## config.mk

```make
export PLATFORM = sky130hd
export DESIGN_NAME = uart_peripheral_flat
export DESIGN_NICKNAME = d
export VERILOG_FILES = /design/src/rtl/uart_peripheral_pkg.sv /design/src/rtl/uart_peripheral_if.sv /design/src/rtl/uart_peripheral_rx_core.sv /design/src/rtl/uart_peripheral.sv /design/src/flat_wrapper.sv
export SDC_FILE = /design/constraint.sdc
export NUM_CORES = 1
export LEC_CHECK = 0
export CAP_MARGIN = 10
export CORE_AREA = 2 2 101 103
export DETAILED_ROUTE_END_ITERATION = 16
export DIE_AREA = 0 0 103 105
export GPL_TIMING_DRIVEN = 0
export PLACE_DENSITY = 0.7
export SYNTH_ARGS = -nofsm -noshare
export SYNTH_HDL_FRONTEND = slang
export SYNTH_SLANG_ARGS = --single-unit
```

## constraint.sdc

```tcl
create_clock -name clk -period 5.21 [get_ports clk]
set_clock_uncertainty 0.2 [all_clocks]
set_input_delay 1.042 -clock clk [delete_from_list [all_inputs] [get_ports clk]]
set_output_delay 1.042 -clock clk [all_outputs]
set_load 0.02 [all_outputs]
```

## src/rtl/uart_peripheral_pkg.sv

```systemverilog
// Shared definitions for the memory-mapped 8N1 UART peripheral: register map,
// CON bit layout and the TX/RX state encodings.
package uart_peripheral_pkg;

  localparam logic [31:0] UART_BASE_ADDR = 32'h4000_0018;

  localparam logic [1:0] REG_TXD = 2'd0;
  localparam logic [1:0] REG_RXD = 2'd1;
  localparam logic [1:0] REG_CON = 2'd2;
  localparam logic [1:0] REG_RSV = 2'd3;

  localparam int CON_RX_VALID  = 0;
  localparam int CON_TX_BUSY   = 1;
  localparam int CON_OVERRUN   = 2;
  localparam int CON_FRAME_ERR = 3;
  localparam int CON_RX_IRQ_EN = 4;
  localparam int CON_TX_IRQ_EN = 5;
  localparam int CON_TX_DONE   = 6;

  typedef enum logic [1:0] {TX_IDLE, TX_START, TX_DATA, TX_STOP} tx_state_e;
  typedef enum logic [1:0] {RX_IDLE, RX_START, RX_DATA, RX_STOP} rx_state_e;

  // Field order matches the CON bit positions, MSB first.
  typedef struct packed {
    logic tx_done;
    logic tx_irq_en;
    logic rx_irq_en;
    logic frame_err;
    logic overrun;
    logic tx_busy;
    logic rx_valid;
  } con_t;

  function automatic logic [31:0] con_word(con_t c);
    return {25'b0, c};
  endfunction

endpackage

```

## src/rtl/uart_peripheral_if.sv

```systemverilog
// CPU-side register bus of the UART: decoded strobes in, read data and IRQ out.
interface uart_peripheral_if;
  logic [1:0]  Address;
  logic [31:0] Write_data;
  logic        MemWrite;
  logic        MemRead;
  logic [31:0] Read_data;
  logic        IRQ;

  modport master (output Address, Write_data, MemWrite, MemRead,
                  input  Read_data, IRQ);
  modport slave  (input  Address, Write_data, MemWrite, MemRead,
                  output Read_data, IRQ);
endinterface

```

## src/rtl/uart_peripheral_rx_core.sv

```systemverilog
// 8N1 receiver: 2-FF synchronizer, start-bit validation and mid-bit sampling.
// Emits a one-cycle byte_valid_o or frame_error_o after each stop sample.
//   state    | meaning
//   RX_IDLE  | waiting for a falling edge on the synchronized line
//   RX_START | half-bit wait, then confirm the start bit is still low
//   RX_DATA  | sampling 8 data bits LSB first, one per bit period
//   RX_STOP  | sampling the stop bit, then back to RX_IDLE
module uart_rx_core
  import uart_peripheral_pkg::*;
#(
  parameter int unsigned BAUD_DIV = 10417
) (
  input  logic       clk,
  input  logic       reset,
  input  logic       rx_i,
  output logic       byte_valid_o,
  output logic [7:0] byte_o,
  output logic       frame_error_o
);

  localparam int CW = $clog2(BAUD_DIV);
  localparam logic [CW-1:0] FULL_M1 = CW'(BAUD_DIV - 1);
  localparam logic [CW-1:0] HALF_M1 = CW'(BAUD_DIV / 2 - 1);

  rx_state_e     state_q;
  logic [1:0]    sync_q;
  logic          prev_q;
  logic [CW-1:0] cnt_q;
  logic [2:0]    bit_q;
  logic [7:0]    shift_q;
  logic          byte_valid_q;
  logic [7:0]    byte_q;
  logic          frame_err_q;

  always_ff @(posedge clk or posedge reset) begin
    if (reset) begin
      state_q      <= RX_IDLE;
      sync_q       <= 2'b11;
      prev_q       <= 1'b1;
      cnt_q        <= '0;
      bit_q        <= '0;
      shift_q      <= '0;
      byte_valid_q <= 1'b0;
      byte_q       <= '0;
      frame_err_q  <= 1'b0;
    end else begin
      sync_q       <= {sync_q[0], rx_i};
      prev_q       <= sync_q[1];
      byte_valid_q <= 1'b0;
      frame_err_q  <= 1'b0;
      case (state_q)
        RX_IDLE: begin
          if (prev_q && !sync_q[1]) begin
            state_q <= RX_START;
            cnt_q   <= HALF_M1;
          end
        end
        RX_START: begin
          if (cnt_q == '0) begin
            // A line already back high at mid-start was a glitch.
            if (sync_q[1]) begin
              state_q <= RX_IDLE;
            end else begin
              state_q <= RX_DATA;
              cnt_q   <= FULL_M1;
              bit_q   <= '0;
            end
          end else begin
            cnt_q <= cnt_q - CW'(1);
          end
        end
        RX_DATA: begin
          if (cnt_q == '0) begin
            shift_q <= {sync_q[1], shift_q[7:1]};
            cnt_q   <= FULL_M1;
            bit_q   <= bit_q + 3'd1;
            if (bit_q == 3'd7) state_q <= RX_STOP;
          end else begin
            cnt_q <= cnt_q - CW'(1);
          end
        end
        RX_STOP: begin
          if (cnt_q == '0) begin
            state_q <= RX_IDLE;
            if (sync_q[1]) begin
              byte_valid_q <= 1'b1;
              byte_q       <= shift_q;
            end else begin
              frame_err_q  <= 1'b1;
            end
          end else begin
            cnt_q <= cnt_q - CW'(1);
          end
        end
        default: state_q <= RX_IDLE;
      endcase
    end
  end

  assign byte_valid_o  = byte_valid_q;
  assign byte_o        = byte_q;
  assign frame_error_o = frame_err_q;

endmodule

```

## src/rtl/uart_peripheral.sv

```systemverilog
// UART peripheral top: transmitter FSM, TXD/RXD/CON registers, flags and IRQ.
//   state    | meaning
//   TX_IDLE  | line high, accepts a TXD write
//   TX_START | driving the start bit (0)
//   TX_DATA  | shifting out 8 data bits LSB first
//   TX_STOP  | driving the stop bit (1); tx_done set on exit
module uart_peripheral
  import uart_peripheral_pkg::*;
#(
  parameter int unsigned BAUD_DIV = 10417
) (
  input  logic              clk,
  input  logic              reset,
  uart_peripheral_if.slave  bus,
  input  logic              uart_rx,
  output logic              uart_tx
);

  localparam int CW = $clog2(BAUD_DIV);
  localparam logic [CW-1:0] FULL_M1 = CW'(BAUD_DIV - 1);

  logic wr_txd, wr_con, rd_rxd;
  assign wr_txd = bus.MemWrite && (bus.Address == REG_TXD);
  assign wr_con = bus.MemWrite && (bus.Address == REG_CON);
  assign rd_rxd = bus.MemRead  && (bus.Address == REG_RXD);

  logic unused_wdata;
  assign unused_wdata = ^bus.Write_data[31:8];

  tx_state_e     tx_state_q;
  logic [CW-1:0] tx_cnt_q;
  logic [2:0]    tx_bit_q;
  logic [7:0]    tx_shift_q;
  logic          tx_q;
  logic          tx_done_q;
  logic          tx_busy;

  assign tx_busy = (tx_state_q != TX_IDLE);

  always_ff @(posedge clk or posedge reset) begin
    if (reset) begin
      tx_state_q <= TX_IDLE;
      tx_cnt_q   <= '0;
      tx_bit_q   <= '0;
      tx_shift_q <= '0;
      tx_q       <= 1'b1;
      tx_done_q  <= 1'b0;
    end else begin
      if (wr_con && bus.Write_data[CON_TX_DONE]) tx_done_q <= 1'b0;
      case (tx_state_q)
        TX_IDLE: begin
          if (wr_txd) begin
            tx_state_q <= TX_START;
            tx_shift_q <= bus.Write_data[7:0];
            tx_cnt_q   <= FULL_M1;
            tx_q       <= 1'b0;
            tx_done_q  <= 1'b0;
          end
        end
        TX_START: begin
          if (tx_cnt_q == '0) begin
            tx_state_q <= TX_DATA;
            tx_q       <= tx_shift_q[0];
            tx_shift_q <= {1'b0, tx_shift_q[7:1]};
            tx_bit_q   <= '0;
            tx_cnt_q   <= FULL_M1;
          end else begin
            tx_cnt_q <= tx_cnt_q - CW'(1);
          end
        end
        TX_DATA: begin
          if (tx_cnt_q == '0) begin
            tx_cnt_q <= FULL_M1;
            tx_bit_q <= tx_bit_q + 3'd1;
            if (tx_bit_q == 3'd7) begin
              tx_state_q <= TX_STOP;
              tx_q       <= 1'b1;
            end else begin
              tx_q       <= tx_shift_q[0];
              tx_shift_q <= {1'b0, tx_shift_q[7:1]};
            end
          end else begin
            tx_cnt_q <= tx_cnt_q - CW'(1);
          end
        end
        TX_STOP: begin
          if (tx_cnt_q == '0) begin
            tx_state_q <= TX_IDLE;
            tx_done_q  <= 1'b1;
          end else begin
            tx_cnt_q <= tx_cnt_q - CW'(1);
          end
        end
        default: tx_state_q <= TX_IDLE;
      endcase
    end
  end

  assign uart_tx = tx_q;

  logic       rx_byte_valid, rx_frame_error;
  logic [7:0] rx_byte;

  uart_rx_core #(.BAUD_DIV(BAUD_DIV)) u_rx_core (
    .clk           (clk),
    .reset         (reset),
    .rx_i          (uart_rx),
    .byte_valid_o  (rx_byte_valid),
    .byte_o        (rx_byte),
    .frame_error_o (rx_frame_error)
  );

  logic       rx_valid_q,  rx_valid_d;
  logic [7:0] rx_data_q,   rx_data_d;
  logic       overrun_q,   overrun_d;
  logic       frame_err_q, frame_err_d;
  logic       rx_irq_en_q, rx_irq_en_d;
  logic       tx_irq_en_q, tx_irq_en_d;

  always_comb begin
    rx_valid_d  = rx_valid_q;
    rx_data_d   = rx_data_q;
    overrun_d   = overrun_q;
    frame_err_d = frame_err_q;
    rx_irq_en_d = rx_irq_en_q;
    tx_irq_en_d = tx_irq_en_q;
    if (wr_con) begin
      rx_irq_en_d = bus.Write_data[CON_RX_IRQ_EN];
      tx_irq_en_d = bus.Write_data[CON_TX_IRQ_EN];
      if (bus.Write_data[CON_OVERRUN])   overrun_d   = 1'b0;
      if (bus.Write_data[CON_FRAME_ERR]) frame_err_d = 1'b0;
    end
    if (rd_rxd) rx_valid_d = 1'b0;
    // A byte landing on the same edge as an RXD read replaces the one being read.
    if (rx_byte_valid) begin
      rx_valid_d = 1'b1;
      rx_data_d  = rx_byte;
      if (rx_valid_q && !rd_rxd) overrun_d = 1'b1;
    end
    if (rx_frame_error) frame_err_d = 1'b1;
  end

  always_ff @(posedge clk or posedge reset) begin
    if (reset) begin
      rx_valid_q  <= 1'b0;
      rx_data_q   <= '0;
      overrun_q   <= 1'b0;
      frame_err_q <= 1'b0;
      rx_irq_en_q <= 1'b0;
      tx_irq_en_q <= 1'b0;
    end else begin
      rx_valid_q  <= rx_valid_d;
      rx_data_q   <= rx_data_d;
      overrun_q   <= overrun_d;
      frame_err_q <= frame_err_d;
      rx_irq_en_q <= rx_irq_en_d;
      tx_irq_en_q <= tx_irq_en_d;
    end
  end

  con_t        con;
  logic [31:0] rdata;

  assign con = {tx_done_q, tx_irq_en_q, rx_irq_en_q, frame_err_q,
                overrun_q, tx_busy, rx_valid_q};

  always_comb begin
    rdata = '0;
    if (bus.MemRead) begin
      case (bus.Address)
        REG_RXD: rdata = {24'b0, rx_data_q};
        REG_CON: rdata = con_word(con);
        default: rdata = '0;
      endcase
    end
  end

  assign bus.Read_data = rdata;
  assign bus.IRQ = (rx_irq_en_q & rx_valid_q) | (tx_irq_en_q & tx_done_q);

endmodule

```

## src/flat_wrapper.sv

```systemverilog
// flat-port wrapper written by rule: the top's interface ports become plain ports
module uart_peripheral_flat import uart_peripheral_pkg::*;
#(
  parameter int unsigned BAUD_DIV = 10417
)
  (clk, reset, uart_rx, uart_tx, bus_Address, bus_Write_data, bus_MemWrite, bus_MemRead, bus_Read_data, bus_IRQ);
  uart_peripheral_if bus_i ();
  input  logic clk;
  input  logic reset;
  input  logic uart_rx;
  output logic uart_tx;
  input wire logic [$bits(bus_i.Address)-1:0] bus_Address;
  input wire logic [$bits(bus_i.Write_data)-1:0] bus_Write_data;
  input wire logic [$bits(bus_i.MemWrite)-1:0] bus_MemWrite;
  input wire logic [$bits(bus_i.MemRead)-1:0] bus_MemRead;
  output wire logic [$bits(bus_i.Read_data)-1:0] bus_Read_data;
  output wire logic [$bits(bus_i.IRQ)-1:0] bus_IRQ;
  assign bus_i.Address = bus_Address;
  assign bus_i.Write_data = bus_Write_data;
  assign bus_i.MemWrite = bus_MemWrite;
  assign bus_i.MemRead = bus_MemRead;
  assign bus_Read_data = bus_i.Read_data;
  assign bus_IRQ = bus_i.IRQ;
  uart_peripheral #(.BAUD_DIV(BAUD_DIV)) u_core (.clk(clk), .reset(reset), .bus(bus_i), .uart_rx(uart_rx), .uart_tx(uart_tx));
endmodule
```

==> Flow_metrics.wiki <==
{| class="wikitable"
! Metric !! Value
|-
| Run status || finished clean
|-
| Clk sink count || 82
|-
| Met1 usage in global routing || 23.58%
|-
| Portion of synthesized cell area occupied by the leading cell type || 43.81%
|-
| # port buffers || 24
|-
| Worst-case hold slack || 0.1525 ns
|-
| Transition time at the pin with the least slew margin || 0.7133 ns
|-
| Number of flops mapped to enable cells by yosys || 0
|-
| Endpoint of the worst register-to-register path || u_core.tx_state_q[1]
|-
| First DRT Iteration DRCs || 156
|-
| Yosys top cell by area || dfrtp_1
|-
| Aggregate global-route resource usage || 17.54%
|-
| Unique cell type count in the Yosys netlist || 61
|-
| WS Path Type || in -> out
|-
| Peak supply drop || 0.2706 mV
|-
| Delay of the slowest critical-path stage || 0.61 ns
|-
| Length in cells of the worst reg-to-reg path || 8
|-
| Proportion of synthesized chip area in sequential cells || 46.17%
|-
| Largest family of logic cells by synthesized area || compound AO/OA/AOI/OAI gates
|-
| Most frequently used flop master after synthesis || dfrtp_1
|-
| Multiplexer share of the synthesized area || 11.35%
|-
| Post-route antenna net violation count || 0
|-
| Data arrival, critical path || 2.95 ns
|-
| Beginning of the worst register-to-register path || u_core.tx_cnt_q[0]
|-
| Largest net degree at the start of global routing || 64
|-
| Avg Inst Size Synth || 10.56 um^2
|-
| Post-cts resize count || 0
|-
| Netlist Area Pre-Place || 0.004456 mm^2
|-
| Endpoint required time on the critical path || 3.97 ns
|-
| Global-route wire length before repair || 15.17 mm
|-
| # rows || 36
|-
| Critical path cell sequence || clkdlybuf4s50_1 -> inv_1 -> ha_1 -> clkbuf_1 -> a22oi_1 -> nor2_1 -> clkdlybuf4s50_1
|-
| Nets || 538
|-
| Setup violators final || 0
|-
| RSZ-0062 raised after global routing || no
|-
| Via density per instance || 5.391
|-
| Clock tree from TritonCTS || done
|-
| DRC violation count after routing || 0
|-
| DIE AREA || 0.01082 mm^2
|-
| Capture point of the critical path || bus_Read_data[6]
|-
| Number of maximum-capacitance violations || 0
|-
| Met2 layer usage reported by global route || 28.43%
|-
| Grt met3 use || 3.411%
|-
| Core Region || 0.009639 mm^2
|-
| Number of buffers inserted for hold repair after clock tree synthesis || 0
|-
| Launch point of the worst path || bus_Address[0]
|-
| Global placer's final weighted congestion || 0.8441
|-
| Number of instances in the synthesized netlist || 422
|-
| Fraction of registers with async set or reset after synthesis || 100.0%
|-
| Nature of the critical path endpoint || primary output
|-
| Dominant delay contributor by cell family on the critical path || buffers and inverters
|-
| Layout cells sized above 1 || 22.02%
|-
| Average detailed-routed wire length per instance || 14.30 um
|-
| Chip height || 105 um
|-
| Crit path depth || 7
|-
| Detailed-route via count || 3337
|-
| Clock-pin slew reported for the worst setup and hold paths after clock tree synthesis || 0.09 ns
|-
| CTS buffer count || 9
|-
| Count of TritonRoute iterations in the first routing pass || 6
|-
| Setup Buffers After CTS || 0
|-
| Adder-cell area share of the yosys netlist || 5.055%
|-
| Peak clock frequency supported by timing || 238.4 MHz
|-
| Crit-path slowest cell || clkdlybuf4s50_1
|-
| XOR/XNOR Fraction of Synth Area || 0%
|-
| Kind of start point of the critical path || input pin
|-
| Most used cell, CP || clkdlybuf4s50_1
|-
| Via count of the first global-routing pass || 3215
|-
| Cell leakage power || 0.002398 uW
|-
| Horizontal extent of the die || 103 um
|-
| Area growth from synthesis to final layout || 16.03%
|-
| N_diodes || 0
|-
| R2R setup slack || 2.36 ns
|-
| Most frequently used cell type in the post-synthesis netlist || dfrtp_1
|-
| Total of fill cells in the finished design || 876
|-
| List of most frequent post-synthesis cells || dfrtp_1, mux2_2, a21oi_1, nor2_1
|-
| Maximum clock insertion buffer count || 2
|-
| Worst-case headroom to the max-slew limit || 52.05%
|-
| Total power per unit cell area || 510.0 mW/mm^2
|-
| Initial antenna violation count || 0
|-
| Simple-gate share of the synthesized area || 12.95%
|-
| H-tree lvl count || 3
|-
| Final hold violations || 0
|-
| Total I/O pin count || 73
|-
| Total congestion overflow || 0
|-
| Total length of routed wires || 8.853 mm
|-
| Final-report max-slew violation count || 0
|-
| Cell chosen for the clock root || clkbuf_8
|-
| GR peak layer || met2
|-
| Insertion delay of the later-clocked pin in the worst-skew pair || 0.37 ns
|-
| Effective utilization at floorplan || 46.22%
|-
| Period utilisation layout || 80.50%
|-
| Largest driver fanout on the critical path || 10
|-
| Yosys Warn Count || 0
|-
| Count of state elements after synthesis || 82
|-
| Share of the synthesized area in compound gates (AO/OA/AOI/OAI) || 17.35%
|-
| Placed wire-length estimate after detailed placement || 6.404 mm
|-
| Count of buffering cells on the critical path with inverters included || 4
|-
| Setup_tns || 0 ns
|-
| Worst Hold Class || reg -> reg
|-
| Ranking of synthesized cells by area || dfrtp_1, mux2_2, ha_1
|-
| Minimum clock period || 4.194 ns
|}
## stage by stage
step	cells	worst slack, ns	utilization, %	cell area [um^2]	total power [uW]
6_report	619	1.016	53.63	5170	2637
3_5_place_dp	603	1.015	51.65	4979	2187
3_3_place_gp	602	0.5802	51.34	4949	2134
4_1_cts	619	1.017	53.63	5170	2650
5_1_grt	619	0.8236	53.63	5170	2859
2_1_floorplan	445	1.866	-	4542	1904
## how the worst min path moves through the flow
stage                            endpoint  cells after the start                       start  slack, ns
6_report       u_core.u_rx_core.sync_q[1]                      0  u_core.u_rx_core.sync_q[0]       0.15
5_1_grt        u_core.u_rx_core.sync_q[1]                      0  u_core.u_rx_core.sync_q[0]       0.15
4_1_cts        u_core.u_rx_core.sync_q[1]                      0  u_core.u_rx_core.sync_q[0]       0.15
3_5_place_dp   u_core.u_rx_core.sync_q[1]                      0  u_core.u_rx_core.sync_q[0]       0.15
3_3_place_gp   u_core.u_rx_core.sync_q[1]                      0  u_core.u_rx_core.sync_q[0]       0.15
2_1_floorplan  u_core.u_rx_core.sync_q[1]                      0  u_core.u_rx_core.sync_q[0]       0.15
## cell families (layout without fill, tap and decap cells)
kind of cell / after synthesis / in the layout
compound gates: 114 / 114
flops: 82 / 82
buf+inv: 59 / 100
other cells: 1 / 24
mux: 45 / 45
simple gates: 103 / 103
fa+ha+maj: 18 / 18
## registers in the layout (all words and copies together), names as in the netlist, named ones only
name and flops:
u_core.u_rx_core.cnt_q 14, u_core.rx_data_q 8, u_core.tx_done_q 1, u_core.tx_shift_q 8, u_core.u_rx_core.state_q 1, u_core.frame_err_q 1
u_core.u_rx_core.bit_q 3, u_core.u_rx_core.frame_error_o 1, u_core.tx_state_q 2, u_core.rx_irq_en_q 1, u_core.u_rx_core.byte_valid_o 1, u_core.tx_cnt_q 14
u_core.tx_irq_en_q 1, u_core.rx_valid_q 1, u_core.tx_bit_q 3, u_core.uart_tx 1, u_core.u_rx_core.prev_q 1, u_core.u_rx_core.shift_q 8
u_core.overrun_q 1, u_core.u_rx_core.byte_o 8, u_core.u_rx_core.sync_q 2
## placed cells by master, fill, tap and decap left out, drive strengths merged, types with 6 or more instances in the layout
cell,n
o22a,6
dfrtp,78
a21oi,25
o21ai,27
nand3,8
a22oi,8
buf,28
or3,6
inv,28
nand2,19
clkdlybuf4s50,24
nor3,15
ha,18
mux2,44
nor4,7
a22o,7
a31oi,9
conb,24
nor2,26
clkbuf,19
## routing by layer
layer | part of all wire [%] | vias to the layer above
li1 | - | 1619
met1 | 44 | 1636
met2 | 50 | 71
met3 | 4.2 | 11
met4 | 1.4 | 0
met5 | 0 | -
## where the power goes
part           leakage [uW]  switching, uW  total [uW]  internal (uW)
clock network     0.0000966            269         458            188
registers           0.00107            142         933            791
logic               0.00123            712        1250            534
total               0.00240           1120        2640           1510
## final cells by class
| type | instances | area (um^2) | share of cell area (%) |
|---|---|---|---|
| Buffer | 37 | 231.5 | 4.477 |
| Clock buffer | 9 | 123.9 | 2.396 |
| Clock inverter | 7 | 67.56 | 1.307 |
| Inverter | 22 | 85.08 | 1.646 |
| Multi-Input combinational cell | 304 | 2171 | 41.99 |
| Sequential cell | 82 | 2057 | 39.79 |
| Tap cell | 133 | 166.4 | 3.219 |
| Timing Repair Buffer | 25 | 267.8 | 5.179 |
(Power assumes the default switching activity.)
